===== config.mk =====
export PLATFORM = sky130hd
export DESIGN_NAME = bitstream_fetch_ctrl
export DESIGN_NICKNAME = d
export VERILOG_FILES = /design/src/rtl/nova_bs_pkg.sv /design/src/rtl/bs_shift_buffer.sv /design/src/rtl/bitstream_fetch_ctrl.sv
export SDC_FILE = /design/constraint.sdc
export NUM_CORES = 1
export LEC_CHECK = 0
export BUFFER_PORTS_ARGS = -buffer_cell sky130_fd_sc_hd__buf_2
export CAP_MARGIN = 15
export CORE_ASPECT_RATIO = 1.4
export CORE_UTILIZATION = 30
export CTS_CLUSTER_DIAMETER = 30
export DETAILED_ROUTE_END_ITERATION = 12
export PLACE_DENSITY = 0.47
export SYNTH_ARGS = -nofsm -noshare
export SYNTH_HDL_FRONTEND = slang
export SYNTH_HIERARCHICAL = 1
export SYNTH_SLANG_ARGS = --single-unit

===== constraint.sdc =====
create_clock -name clk -period 4.3 [get_ports clk]
set_clock_uncertainty 0.05 [all_clocks]
set_input_delay 0.215 -clock clk [delete_from_list [all_inputs] [get_ports clk]]
set_output_delay 0.215 -clock clk [all_outputs]
set_load 0.005 [all_outputs]

===== src/rtl/nova_bs_pkg.sv =====
// Shared constants and FSM encoding for the bitstream fetch path.
package nova_bs_pkg;

  localparam int unsigned BS_WORD_W      = 16;
  localparam int unsigned BS_BUF_W       = 48;
  localparam int unsigned BS_MAX_CONSUME = 16;

  typedef enum logic [1:0] {
    IDLE,
    FETCH,
    DRAIN
  } bsState_t;

  // Accepted consume length: request clipped to one window and to what is buffered.
  function automatic logic [4:0] clipLen(input logic [4:0] req, input logic [5:0] avail);
    logic [5:0] lim;
    lim = (req > 5'(BS_MAX_CONSUME)) ? 6'(BS_MAX_CONSUME) : 6'(req);
    return (lim > avail) ? 5'(avail) : 5'(lim);
  endfunction

endpackage


===== src/rtl/bs_shift_buffer.sv =====
// 48-bit MSB-justified bit buffer: shift out consumed bits, append a new word below the survivors.
module bs_shift_buffer
  import nova_bs_pkg::*;
(
  input  logic                 clk,
  input  logic                 reset,
  input  logic                 clear,
  input  logic [4:0]           shiftLen,
  input  logic                 insertEn,
  input  logic [BS_WORD_W-1:0] insertWord,
  output logic [BS_WORD_W-1:0] window,
  output logic [5:0]           bitCnt
);

  logic [BS_BUF_W-1:0] bufReg;
  logic [BS_BUF_W-1:0] shifted;
  logic [BS_BUF_W-1:0] placed;
  logic [BS_BUF_W-1:0] bufNext;
  logic [5:0]          keptCnt;
  logic [5:0]          cntNext;

  always_comb begin
    shifted = bufReg << shiftLen;
    keptCnt = bitCnt - 6'(shiftLen);
    // New word lands directly below the bits that survive this cycle's shift.
    placed  = {insertWord, {(BS_BUF_W-BS_WORD_W){1'b0}}} >> keptCnt;
    bufNext = shifted;
    cntNext = keptCnt;
    if (insertEn) begin
      bufNext = shifted | placed;
      cntNext = keptCnt + 6'(BS_WORD_W);
    end
  end

  always_ff @(posedge clk) begin
    if (reset || clear) begin
      bufReg <= '0;
      bitCnt <= '0;
    end else begin
      bufReg <= bufNext;
      bitCnt <= cntNext;
    end
  end

  assign window = bufReg[BS_BUF_W-1 -: BS_WORD_W];

endmodule


===== src/rtl/bitstream_fetch_ctrl.sv =====
// Bitstream RAM read initiator: paces word reads to keep the bit buffer full for the parser.
module bitstream_fetch_ctrl
  import nova_bs_pkg::*;
#(
  parameter int unsigned       ADDR_W    = 17,
  parameter logic [ADDR_W-1:0] LAST_ADDR = 17'h1FFFF
) (
  input  logic                 clk,
  input  logic                 reset,
  input  logic                 start,
  input  logic [ADDR_W-1:0]    start_addr,
  output logic                 BitStream_ram_ren,
  output logic [ADDR_W-1:0]    BitStream_ram_addr,
  input  logic [BS_WORD_W-1:0] BitStream_ram_data,
  output logic [BS_WORD_W-1:0] bits_window,
  output logic                 window_valid,
  input  logic                 consume_en,
  input  logic [4:0]           consume_len,
  output logic [5:0]           bit_cnt,
  output logic                 fetch_done,
  output logic                 stream_end
);

  bsState_t          state, stateNext;
  logic              pending;
  logic              doneReg;
  logic [ADDR_W-1:0] addrReg;
  logic              accept;
  logic [4:0]        acceptLen;
  logic [6:0]        committed;
  logic              issue;
  logic              lastIssue;

  assign window_valid = (bit_cnt >= 6'(BS_WORD_W)) || (doneReg && (bit_cnt != '0));
  assign stream_end   = doneReg && !pending && (bit_cnt == '0);

  always_comb begin
    accept    = consume_en && window_valid && !start && !reset;
    acceptLen = accept ? clipLen(consume_len, bit_cnt) : '0;
    // Room check counts bits left after this cycle's consume plus every word still in flight.
    committed = 7'(bit_cnt) - 7'(acceptLen) + (pending ? 7'(BS_WORD_W) : 7'd0) + 7'(BS_WORD_W);
    issue     = (state == FETCH) && !start && !reset && (committed <= 7'(BS_BUF_W));
    lastIssue = issue && (addrReg == LAST_ADDR);

    stateNext = state;
    case (state)
      IDLE:    stateNext = IDLE;
      FETCH:   if (lastIssue) stateNext = DRAIN;
      DRAIN:   if (stream_end) stateNext = IDLE;
      default: stateNext = IDLE;
    endcase
    if (start) stateNext = FETCH;
  end

  always_ff @(posedge clk) begin
    if (reset) begin
      state   <= IDLE;
      pending <= 1'b0;
      doneReg <= 1'b0;
      addrReg <= '0;
    end else begin
      state <= stateNext;
      if (start) begin
        pending <= 1'b0;
        doneReg <= 1'b0;
        addrReg <= start_addr;
      end else begin
        pending <= issue;
        if (lastIssue) doneReg <= 1'b1;
        else if (issue) addrReg <= addrReg + 1'b1;
      end
    end
  end

  bs_shift_buffer u_buf (
    .clk        (clk),
    .reset      (reset),
    .clear      (start),
    .shiftLen   (acceptLen),
    .insertEn   (pending && !start),
    .insertWord (BitStream_ram_data),
    .window     (bits_window),
    .bitCnt     (bit_cnt)
  );

  assign BitStream_ram_ren  = ~issue;
  assign BitStream_ram_addr = addrReg;
  assign fetch_done         = doneReg;

endmodule


==> impl_metrics.env <==
export IMPL_met3_usage_pct=2.82
export IMPL_post_synth_top_count_cell="nand2_1"
export IMPL_dp_hpwl_um=23500
export IMPL_cts_buffer_depth=2
export IMPL_critPathMaxStageDelay_ps=520
export IMPL_clock_sinks=75
export IMPL_combPwrFrac_pct=13.2
export IMPL_status="finished with violations"
export IMPL_max_freq_mhz=228
export IMPL_reg2reg_slack_ps=-50
export IMPL_synthMuxAreaShare_pct=32.1
export IMPL_timing_rr_end="BitStream_ram_addr[9]"
export IMPL_clk_insertion_delay_late_ps=360
export IMPL_violations="setup timing"
export IMPL_r2r_start="u_buf/bitCnt[1]"
export IMPL_crit_fanout=5
export IMPL_fin_crit_sh_pct=102
export IMPL_top_usage_layer="met2"
export IMPL_synthDominantCellAreaShare_pct=19.4
export IMPL_grt_max_degree=60
export IMPL_ioPinCount=85
export IMPL_hold_depth=3
export IMPL_die_area_um2=26400
export IMPL_synth_xor_area_share_pct=1.12
export IMPL_synth_ff_type="dfxtp_1"
export IMPL_cts_buffers=9
export IMPL_synthAdderAreaFrac_pct=4.82
export IMPL_p_seq_share_pct=39.7
export IMPL_cpMaxStageDelayCell="fa_2"
export IMPL_routed_via_count=7895
export IMPL_synth_top_area_cell="dfxtp_1"
export IMPL_grtUsageTotal_pct=23.5
export IMPL_tritoncts="yes"
export IMPL_swShare_pct=26.1
export IMPL_synth_cell_type_count=79
export IMPL_worst_setup_path_type="reg2out"
export IMPL_hold_viol_final=0
export IMPL_synth_area_leaders="dfxtp_1 19%, mux4_2 15%, mux2i_1 9.3%"
export IMPL_start_util_pct=30.4
export IMPL_layout_setup_ws_ps=-93.1
export IMPL_cap_viol_max_count=0
export IMPL_synth_compound_area_share_pct=16.1
export IMPL_syn_nets=940
export IMPL_synth_edff_count=0
export IMPL_ant_nets=0
export IMPL_ys_seq_elements=75
export IMPL_holdBufCountCts=0
export IMPL_startpoint_type="flip-flop"
export IMPL_hold_class="in2reg"
export IMPL_cp_required_ps=4030
export IMPL_grt_pass1_vias=7950
export IMPL_place_port_buffers=84
export IMPL_arrival_ps=4130
export IMPL_power_share_clock_pct=47.1
export IMPL_die_height_um=192
export IMPL_avgSynthCellArea_um2=8.88
export IMPL_hold_slack_ps=74.9
export IMPL_power_per_cell_area_nw_per_um2=179
export IMPL_power_leakage_nw=4.18
export IMPL_rsz0062_at_grt="true"
export IMPL_grt_pass1_wl_um=45900
export IMPL_rows=69
export IMPL_first_pass_iters=5
export IMPL_gp_congestion=0.914
export IMPL_drv_slew=0
export IMPL_die_x_um=138
export IMPL_net_switching_power_w=0.000477
export IMPL_syn_to_final_growth_pct=32.2
export IMPL_whs_endpoint="BitStream_ram_addr[6]"
export IMPL_async_reset_ff_share_pct=0
export IMPL_finalCriticalPeriod_ps=4390
export IMPL_cts_htree_levels=3
export IMPL_ys_warn_count=6
export IMPL_synth_top_family_by_area="multiplexers"
export IMPL_postLayoutCoreUtil_pct=40.3
export IMPL_antenna_cells=0
export IMPL_syn_cell_area_um2=7730
export IMPL_end_kind="output pin"
export IMPL_wire_per_inst_um=21.9
export IMPL_hp_start="start_addr[6]"
export IMPL_crit_top_cell="ha_4"
export IMPL_num_nets_final=1119
export IMPL_reg2reg_depth=20
export IMPL_worst_slew_pin_slew_ps=857
export IMPL_vdd_drop_max_mv=0.168
export IMPL_drc_errors=0
export IMPL_ys_seq_area_share_pct=19.4
export IMPL_synth_simple_area_share_pct=19.0
export IMPL_core_area_um2=25400
export IMPL_synth_cells=870
export IMPL_grt_ovfl_total=0
export IMPL_grt_antenna_before_repair=0
export IMPL_drive_gt1_share_pct=39.4
export IMPL_totalWireLength_um=30100
export IMPL_finalSetupViolations=2
export IMPL_path_clk_slew_ps=60
export IMPL_crit_chain="inv_4, ha_4, nor2b_1, o21a_1, o21a_1, o31ai_4, buf_6, mux2i_2, or2_4, ha_4, ha_4, ha_4, inv_2, fa_2, nand4bb_1, o211a_1, and2_4, buf_6, nor2_4, inv_2, buf_2"
export IMPL_synth_common_cells="101 x nand2_1, 75 x dfxtp_1, 72 x mux2i_1"
export IMPL_final_area_um2=10200
export IMPL_drt_iter0_markers=618
export IMPL_dpl_cell_area_um2=9550
export IMPL_grtUsageMet1_pct=25.9
export IMPL_use_met2_pct=42.2
export IMPL_relSlewSlack_pct=42.6
export IMPL_internal_power_w=0.00135
export IMPL_root_buffer="clkbuf_16"
export IMPL_via_per_inst=5.75
worst max path at each step:
stage                    startpoint                     to  cells past startpoint
floorplan           u_buf/bitCnt[1]  BitStream_ram_addr[9]                     18
global placement     consume_len[4]  BitStream_ram_addr[9]                     19
detailed placement   consume_len[4]  BitStream_ram_addr[9]                     19
CTS                 u_buf/bitCnt[4]      BitStream_ram_ren                     19
global route        u_buf/bitCnt[1]      BitStream_ram_ren                     21
finish              u_buf/bitCnt[1]      BitStream_ram_ren                     21
cells by family (layout without fill, tap and decap cells):
family | Yosys count | in the layout
and+or+nand+nor | 304 | 304
adders and majority gates | 28 | 28
DFF | 75 | 75
buffers and inverters | 113 | 297
muxes | 157 | 157
xor gates and xnor gates | 9 | 9
AOI/OAI and AO/OA | 184 | 184
layout by cell type (no fill, tap or decap), drive strengths merged, types with 7 or more instances in the layout:
master,count
a211oi,13
a21oi,54
a31oi,14
a32oi,10
and3,11
buf,249
clkbuf,10
dfxtp,75
ha,25
inv,32
mux2,19
mux2i,72
mux4,66
nand2,101
nand3,38
nand3b,7
nand4,9
nor2,69
nor2b,9
nor3,21
o211ai,8
o21a,7
o21ai,21
o221ai,8
or3,8
cell type report:
class	instances	area (um^2)
clock buffer	10	239
clock inverter	6	87.6
fill	2651	15200
inverter	32	124
multi-input combinational	682	6070
sequential	75	1520
tap	319	399
timing repair buffer	249	1780
per-layer routing:
metal	routed length (um)	part of all wire [%]
met3	1200	4.0
met1	11300	38
met2	15900	53
met4	1750	5.8
met5	0	0
sequential cells by signal (all words and copies together), names as in the netlist:
register	cells
u_buf/bufReg	48
BitStream_ram_addr	17
u_buf/bitCnt	6
state	2
fetch_done	1
pending	1
what timing repair did:
item,4_1_cts,5_1_grt
setup endpoints to repair,36,29
setup buffers,3,5
pin swaps,12,14
endpoints found under the hold margin,0,0
resized for setup,15,49
critical path: cells and delay by family, from the launching register on:
kind                       cells  cell delay [ps]
AOI/OAI and AO/OA              4              680
muxes                          1              240
and+or+nand+nor                5              680
buffers and inverters          6              520
DFF                            1              360
adders and majority gates      5             1300
metrics by stage:
stage          TNS (ps)  worst slack [ps]  power [W]  std cells
3_3_place_gp      -5880              -265   0.000962       1350
6_report           -147             -93.1    0.00183       1373
4_1_cts            -313              -152    0.00184       1369
5_1_grt           -2050              -223    0.00190       1373
3_5_place_dp      -8010              -329   0.000962       1350
2_1_floorplan         0              6.53   0.000849        870
power groups by stage:
stage | Sequential, W | Clock, W | Combinational, W
3_5_place_dp | 0.000740 | 0 | 0.000222
4_1_cts | 0.000724 | 0.000885 | 0.000229
3_3_place_gp | 0.000740 | 0 | 0.000221
5_1_grt | 0.000726 | 0.000912 | 0.000260
2_1_floorplan | 0.000736 | 0 | 0.000114
6_report | 0.000724 | 0.000861 | 0.000241
Power figures use the tool's default switching activity.
